File: config.mk
export PLATFORM = sky130hd
export DESIGN_NAME = pc_fetch_sequencer
export DESIGN_NICKNAME = d
export VERILOG_FILES = /design/src/rtl/pc_fetch_sequencer.sv
export SDC_FILE = /design/constraint.sdc
export NUM_CORES = 1
export LEC_CHECK = 0
export CAP_MARGIN = 10
export CORE_MARGIN = 3
export CORE_UTILIZATION = 30
export DETAILED_ROUTE_END_ITERATION = 8
export PLACE_DENSITY = 0.59
export SYNTH_ARGS = -nofsm -noshare
export SYNTH_HDL_FRONTEND = slang
export SYNTH_SLANG_ARGS = --single-unit
File: constraint.sdc
create_clock -name Clock -period 1.9 [get_ports Clock]
set_input_delay 0.38 -clock Clock [delete_from_list [all_inputs] [get_ports Clock]]
set_output_delay 0.38 -clock Clock [all_outputs]
set_load 0.05 [all_outputs]
File: src/rtl/pc_fetch_sequencer.sv
// Instruction fetch front end: holds the PC, keeps one memory read in flight,
// and buffers the returned word for decode. Redirects squash stale responses.
module pc_fetch_sequencer #(
  parameter int                 WIDTH    = 16,
  parameter logic [WIDTH-1:0]   RESET_PC = '0,
  parameter int                 STEP     = 1
) (
  input  logic             Clock,
  input  logic             Reset_n,
  input  logic             Fetch_Enable,
  input  logic             Redirect,
  input  logic [WIDTH-1:0] Redirect_PC,
  output logic             Mem_Req,
  output logic [WIDTH-1:0] Mem_Addr,
  input  logic             Mem_Ack,
  input  logic             Mem_Rvalid,
  input  logic [WIDTH-1:0] Mem_Rdata,
  output logic             Instr_Valid,
  output logic [WIDTH-1:0] Instr,
  output logic [WIDTH-1:0] Instr_PC,
  input  logic             Instr_Ready
);

  localparam logic [1:0] S_IDLE  = 2'd0;
  localparam logic [1:0] S_ISSUE = 2'd1;
  localparam logic [1:0] S_WAIT  = 2'd2;

  localparam logic [WIDTH-1:0] PC_STEP = WIDTH'(STEP);

  logic [1:0]       state_q, state_d;
  logic [WIDTH-1:0] pc_q, pc_d;
  logic [WIDTH-1:0] req_pc_q, req_pc_d;
  logic             squash_q, squash_d;
  logic             instr_valid_q, instr_valid_d;
  logic [WIDTH-1:0] instr_q, instr_d;
  logic [WIDTH-1:0] instr_pc_q, instr_pc_d;
  logic             buf_free;

  assign buf_free = !instr_valid_q || Instr_Ready;

  always_comb begin
    state_d       = state_q;
    pc_d          = pc_q;
    req_pc_d      = req_pc_q;
    squash_d      = squash_q;
    instr_valid_d = instr_valid_q;
    instr_d       = instr_q;
    instr_pc_d    = instr_pc_q;

    if (Redirect) begin
      // A redirect wins over every handshake; only the request/response
      // bookkeeping needed to discard the stale fetch is kept.
      pc_d          = Redirect_PC;
      instr_valid_d = 1'b0;
      case (state_q)
        S_ISSUE: begin
          if (Mem_Ack) begin
            state_d  = S_WAIT;
            squash_d = 1'b1;
          end
        end
        S_WAIT: begin
          if (Mem_Rvalid) begin
            state_d  = S_IDLE;
            squash_d = 1'b0;
          end else begin
            squash_d = 1'b1;
          end
        end
        default: ;
      endcase
    end else begin
      if (instr_valid_q && Instr_Ready) begin
        instr_valid_d = 1'b0;
      end
      case (state_q)
        S_IDLE: begin
          if (Fetch_Enable && buf_free) begin
            state_d = S_ISSUE;
          end
        end
        S_ISSUE: begin
          if (Mem_Ack) begin
            state_d  = S_WAIT;
            req_pc_d = pc_q;
          end
        end
        S_WAIT: begin
          if (Mem_Rvalid) begin
            state_d = S_IDLE;
            if (squash_q) begin
              squash_d = 1'b0;
            end else begin
              instr_d       = Mem_Rdata;
              instr_pc_d    = req_pc_q;
              instr_valid_d = 1'b1;
              pc_d          = pc_q + PC_STEP;
            end
          end
        end
        default: state_d = S_IDLE;
      endcase
    end
  end

  always_ff @(posedge Clock) begin
    if (!Reset_n) begin
      state_q       <= S_IDLE;
      pc_q          <= RESET_PC;
      req_pc_q      <= RESET_PC;
      squash_q      <= 1'b0;
      instr_valid_q <= 1'b0;
      instr_q       <= '0;
      instr_pc_q    <= '0;
    end else begin
      state_q       <= state_d;
      pc_q          <= pc_d;
      req_pc_q      <= req_pc_d;
      squash_q      <= squash_d;
      instr_valid_q <= instr_valid_d;
      instr_q       <= instr_d;
      instr_pc_q    <= instr_pc_d;
    end
  end

  assign Mem_Req     = (state_q == S_ISSUE);
  assign Mem_Addr    = pc_q;
  assign Instr_Valid = instr_valid_q;
  assign Instr       = instr_q;
  assign Instr_PC    = instr_pc_q;

endmodule

==> results of run 1 <==
-- flip-flops by register name (all words and copies together) (netlist names) --
name         cells
Instr           16
state_q          2
Mem_Addr        16
Instr_Valid      1
req_pc_q        16
Instr_PC        16
squash_q         1
-- area by class of cell --
| cell class | count | area (um^2) | area share (%) |
|---|---|---|---|
| multi-input cells | 268 | 1615 | 36.82 |
| flip-flops and latches | 68 | 1361 | 31.03 |
| repair buffers | 101 | 1001 | 22.82 |
| clock buffers | 13 | 178.9 | 4.079 |
| well taps | 133 | 166.4 | 3.794 |
| inverters | 9 | 33.78 | 0.7701 |
| clock inverters | 1 | 30.03 | 0.6845 |
-- logic make-up after synthesis --
logic type      count (synthesis)
flops                          68
fa+ha+maj                       6
compound gates                 93
simple gates                  157
xor+xnor                       10
buf+inv                        31
mux                             2
-- path summary, 6_finish.rpt --
path / startpoint / endpoint / depth (start not counted)
min reg2reg: Instr[11] / Instr[11] / 2
max: Instr_Valid / Instr_Valid / 1
max reg2reg: state_q[0] / Mem_Addr[7] / 6
min: Reset_n / Mem_Addr[7] / 2
-- per-layer routing --
metal / wire length, um / vias to the layer above
met5: 0 / -
met4: 78 / 0
li1: - / 1428
met3: 514 / 7
met1: 3928 / 1277
met2: 3533 / 81
-- cells in the mapped netlist (all sizes together) (2+ instances only) --
master | instances | area share, %
o21ai | 14 | 2.3
a21o | 2 | 0.48
nor3 | 6 | 1.3
nand2 | 107 | 13
and3 | 2 | 0.40
xor2 | 2 | 0.56
o211a | 3 | 0.97
a211oi | 2 | 0.48
a31oi | 5 | 1.0
buf | 8 | 1.5
nor2 | 6 | 0.73
inv | 9 | 1.1
ha | 6 | 2.4
nand2b | 9 | 1.8
nand3 | 8 | 1.5
xnor2 | 8 | 2.3
a21boi | 48 | 12
clkbuf | 14 | 1.7
nand4 | 3 | 1.1
dfxtp | 68 | 44
nand3b | 3 | 1.1
a21oi | 12 | 1.9
nor4 | 6 | 2.7
-- stage by stage --
stage	cell area [um^2]	total power, mW	std cells
finish	4387	3.285	593
global route	4387	3.447	593
CTS	4344	3.336	593
detailed placement	4135	2.059	579
global placement	4135	2.053	579
floorplan	3104	1.844	367
-- power breakdown --
| part | leakage [nW] | switching, mW | internal (mW) |
|---|---|---|---|
| Combinational | 1.25 | 0.277 | 0.224 |
| Clock | 0.108 | 0.524 | 0.736 |
| Sequential | 0.553 | 0.0585 | 1.47 |
| Total | 1.91 | 0.859 | 2.43 |
==> impl_metrics.ini, run 1 <==
[worst_setup_path]
cp_slowest_stage_delay_ps = 810
critPathCaptureType = primary output
r2r_slack_ps = 190
cp.required_ps = 1520
crit_fanout = 2
crit_slowest_cell = clkdlybuf4s50_1
path_class = flip-flop to primary output
cp.arrival_ps = 1470
crit_buf_inv = 1
crit_chain = clkdlybuf4s50_1
start_kind = flip-flop
cp_top_family = buffers and inverters

[clocking]
cts_buffers = 9
cts_root_buf = clkbuf_8
path_clk_slew_ps = 70
clock_path_buffers = 2
cts_resized = 0
postCtsHoldBufs = 0
clock_sinks = 68
post_cts_buffers = 0
htreeDepth = 3
clk_latency_ps = 330
cts_tree = yes

[global_route]
grt_usage_pct = 14.26
grt_pass1_wl_mm = 13.33
grtUsageMet1_pct = 18.45
global_route.usage.met2_pct = 22.60
grt_antenna_before_repair = 0
grt_use_met3_pct = 4.259
grt_max_degree = 45
grt_busiest_layer = met2
grt_pass1_vias = 2771
overflow = 0

[pwr]
power_leakage_nw = 1.910
ir_worst_vdd_mv = 0.3844
powerDensity_nw_per_um2 = 749.0

[timing]
fin_crit_sh_pct = 97.26
worst_slack_ps = 52.14
skew_ps = 7.706
final_hold_viol_count = 0
hold_ws_ps = 397.0
final-setup-viol-count = 0
setup_tns_ps = 0
rsz0062_at_grt = false
finalMaxSlewViolations = 0
post-route-min-period_ps = 1848
slew-limit-headroom_pct = 65.68
timing.fmax_mhz = 541.2
worst_pin_slew_ps = 513.9

[synthesis]
synth_compound_area_share_pct = 20.64
synth_fp_nets = 412
yosys.area_share.simple_pct = 25.31
postSynthAreaPerCell_um2 = 8.458
synth_top_family_by_area = simple AND/OR/NAND/NOR gates
yosysSeqAreaShare_pct = 43.85
synth_fa_ha_area_share_pct = 2.418
synthMuxAreaShare_pct = 0.6852
synth-xor-area-share_pct = 2.821
syn-cell-area_um2 = 3104
yosys_warnings = 0
synth_seq_cells = 68
synth-edff-count = 0
async_flop_share_pct = 0
syn_inst = 367
synth_cell_types = 46
synthFlopType = dfxtp_1

[finish]
area_growth_pct = 41.31
fin_util_pct = 44.27
nets = 502
mostFrequentLayoutCells = nand2_1 (107), dfxtp_1 (68), a21boi_0 (48)
layout_commonest_cell = nand2_1
drive_gt1_share_pct = 15.65
diodes = 0
fill_cells = 982

[place]
io_buffers = 88
routabilityCongestion = 0.8395
dp_slack_ps = -49.58
place_hpwl_mm = 5.705

[die]
coreArea_um2 = 9910
initial_core_util_pct = 31.33
core.rowCount = 36
die_w_um = 107.7
ios = 89
die_area_um2 = 11600
die_h_um = 107.7

[drt]
drtIter0Drc = 116
vias = 2793
drcViolationCount = 0
totalWireLength_mm = 8.055
antenna_left = 0
first_pass_iters = 4
wl_per_cell_um = 13.58
viasPerCell = 4.710

[worst_hold_path]
min_path_type = input pin to flip-flop

[run]
maxCapViolCount = 0

[status]
status = completed
(Power assumes the default switching activity.)
==> inputs of run 2 (changes only) <==
--- a/config.mk
+++ b/config.mk
@@ -5,6 +5,7 @@
 export SDC_FILE = /design/constraint.sdc
 export NUM_CORES = 1
 export LEC_CHECK = 0
+export ABC_CLOCK_PERIOD_IN_PS = 2250
 export CAP_MARGIN = 10
 export CORE_MARGIN = 3
 export CORE_UTILIZATION = 30
==> constraint.sdc (replaced) <==
create_clock -name Clock -period 2.25 [get_ports Clock]
set_input_delay 0.45 -clock Clock [delete_from_list [all_inputs] [get_ports Clock]]
set_output_delay 0.45 -clock Clock [all_outputs]
set_load 0.05 [all_outputs]
==> impl_metrics.ini, run 2 (synthesis results as in run 1) <==
[global_route]
grt_usage_pct = 14.13
grt_antenna_before_repair = 0
grt_max_degree = 44
grt_pass1_vias = 2717
grt_pass1_wl_mm = 13.08
overflow = 0

[clocking]
clk_latency_ps = 340
htreeDepth = 3
cts_resized = 0
cts_root_buf = clkbuf_8
post_cts_buffers = 0
path_clk_slew_ps = 80
postCtsHoldBufs = 0
clock_path_buffers = 2
cts_tree = yes
clock_sinks = 68
cts_buffers = 9

[run]
maxCapViolCount = 0

[pwr]
p_sw_uw = 755.0
power_leakage_nw = 1.580
clkPwrFrac_pct = 41.5
p_int_mw = 2.170
ir_worst_vdd_mv = 0.3189
finalPower_mw = 2.925
p_comb_share_pct = 14.8
seqPwrFrac_pct = 43.7
p_sw_share_pct = 25.81
powerDensity_nw_per_um2 = 659.1

[worst_hold_path]
hp-start = Instr_PC[11]
min_path_type = flip-flop to flip-flop

[worst_setup_path]
start_kind = flip-flop
crit_slowest_cell = clkdlybuf4s50_1
crit_buf_inv = 1
path_class = flip-flop to primary output
critPathCaptureType = primary output
crit_chain = clkdlybuf4s50_1
cp_slowest_stage_delay_ps = 870
crit_fanout = 8
cp.required_ps = 1800
cp.arrival_ps = 1710
crit_path_start = Mem_Addr[10]
r2r-start = state_q[0]
cp_top_family = buffers and inverters

[drt]
first_pass_iters = 4
viasPerCell = 4.571
totalWireLength_mm = 7.789
antenna_left = 0
drtIter0Drc = 125
drcViolationCount = 0
wl_per_cell_um = 13.05
vias = 2729

[place]
place_inst = 581
dp_slack_ps = 150.1
place_hpwl_mm = 5.583
io_buffers = 88
routabilityCongestion = 0.8079

[timing]
worst_slack_ps = 87.55
rsz0062_at_grt = false
finalMaxSlewViolations = 0
setup_tns_ps = 0
timing.fmax_mhz = 462.4
skew_ps = 5.815
final-setup-viol-count = 0
final_hold_viol_count = 0
fin_crit_sh_pct = 96.11
post-route-min-period_ps = 2162
slew-limit-headroom_pct = 64.47
worst_pin_slew_ps = 531.3

[die]
initial_core_util_pct = 31.33
ios = 89
core.rowCount = 36
die_h_um = 107.7
die_w_um = 107.7
coreArea_um2 = 9910
die_area_um2 = 11600

[finish]
mostFrequentLayoutCells = nand2_1 (107), clkdlybuf4s50_1 (86), dfxtp_1 (68)
drive_gt1_share_pct = 9.698
area_growth_pct = 42.97
layout_commonest_cell = nand2_1
stdcell_count = 597
nets = 504
diodes = 0
fin_util_pct = 44.79

[status]
status = completed
run 2: cell types whose count changed in the layout (fill, tap and decap cells not counted), sizes merged:
cell           previous run  this run
bufinv                    1         3
buf                      44        17
clkinv                    0         3
dlymetal6s2s             16         0
clkbuf                   13        10
clkdlybuf4s50            41        86
run 2: final timing paths:
kind / end / slack [ps] / depth (start not counted)
worst max-delay path: Mem_Addr[10] / 90 / 1
worst min-delay path: Instr_PC[11] / 460 / 2
worst max register to register: Mem_Addr[7] / 440 / 6
worst min register to register: Instr_PC[11] / 460 / 2
run 2: metrics by stage:
| step | hold WS, ps | instance area (um^2) |
|---|---|---|
| after floorplan | 441.2 | 3104 |
| after global placement | 449.8 | 4198 |
| after detailed placement | 455.2 | 4198 |
| after CTS | 465.2 | 4438 |
| after global routing | 490.7 | 4438 |
| final | 461.3 | 4438 |
run 2: area by class of cell:
type | instances | area [um^2]
clock buffers | 10 | 127.6
clock inverters | 6 | 112.6
fillers | 1032 | 5472
inverters | 9 | 33.78
multi-input cells | 268 | 1613
flip-flops and latches | 68 | 1361
well taps | 133 | 166.4
repair buffers | 103 | 1023
run 2: power groups by stage:
stage	registers (mW)	logic, mW	clock network, mW
after floorplan	1.39	0.168	0
after global placement	1.30	0.433	0
after detailed placement	1.31	0.435	0
after CTS	1.28	0.437	1.25
after global routing	1.28	0.468	1.30
final	1.28	0.433	1.21
run 2: metal layers:
layer / wire length, um / global-route usage, % / part of all wire [%]
met3: 578 / 4.139 / 7.4
met1: 3749 / 18.30 / 48
met5: 0 / 0 / 0
met4: 89 / 4.689 / 1.1
met2: 3371 / 22.47 / 43
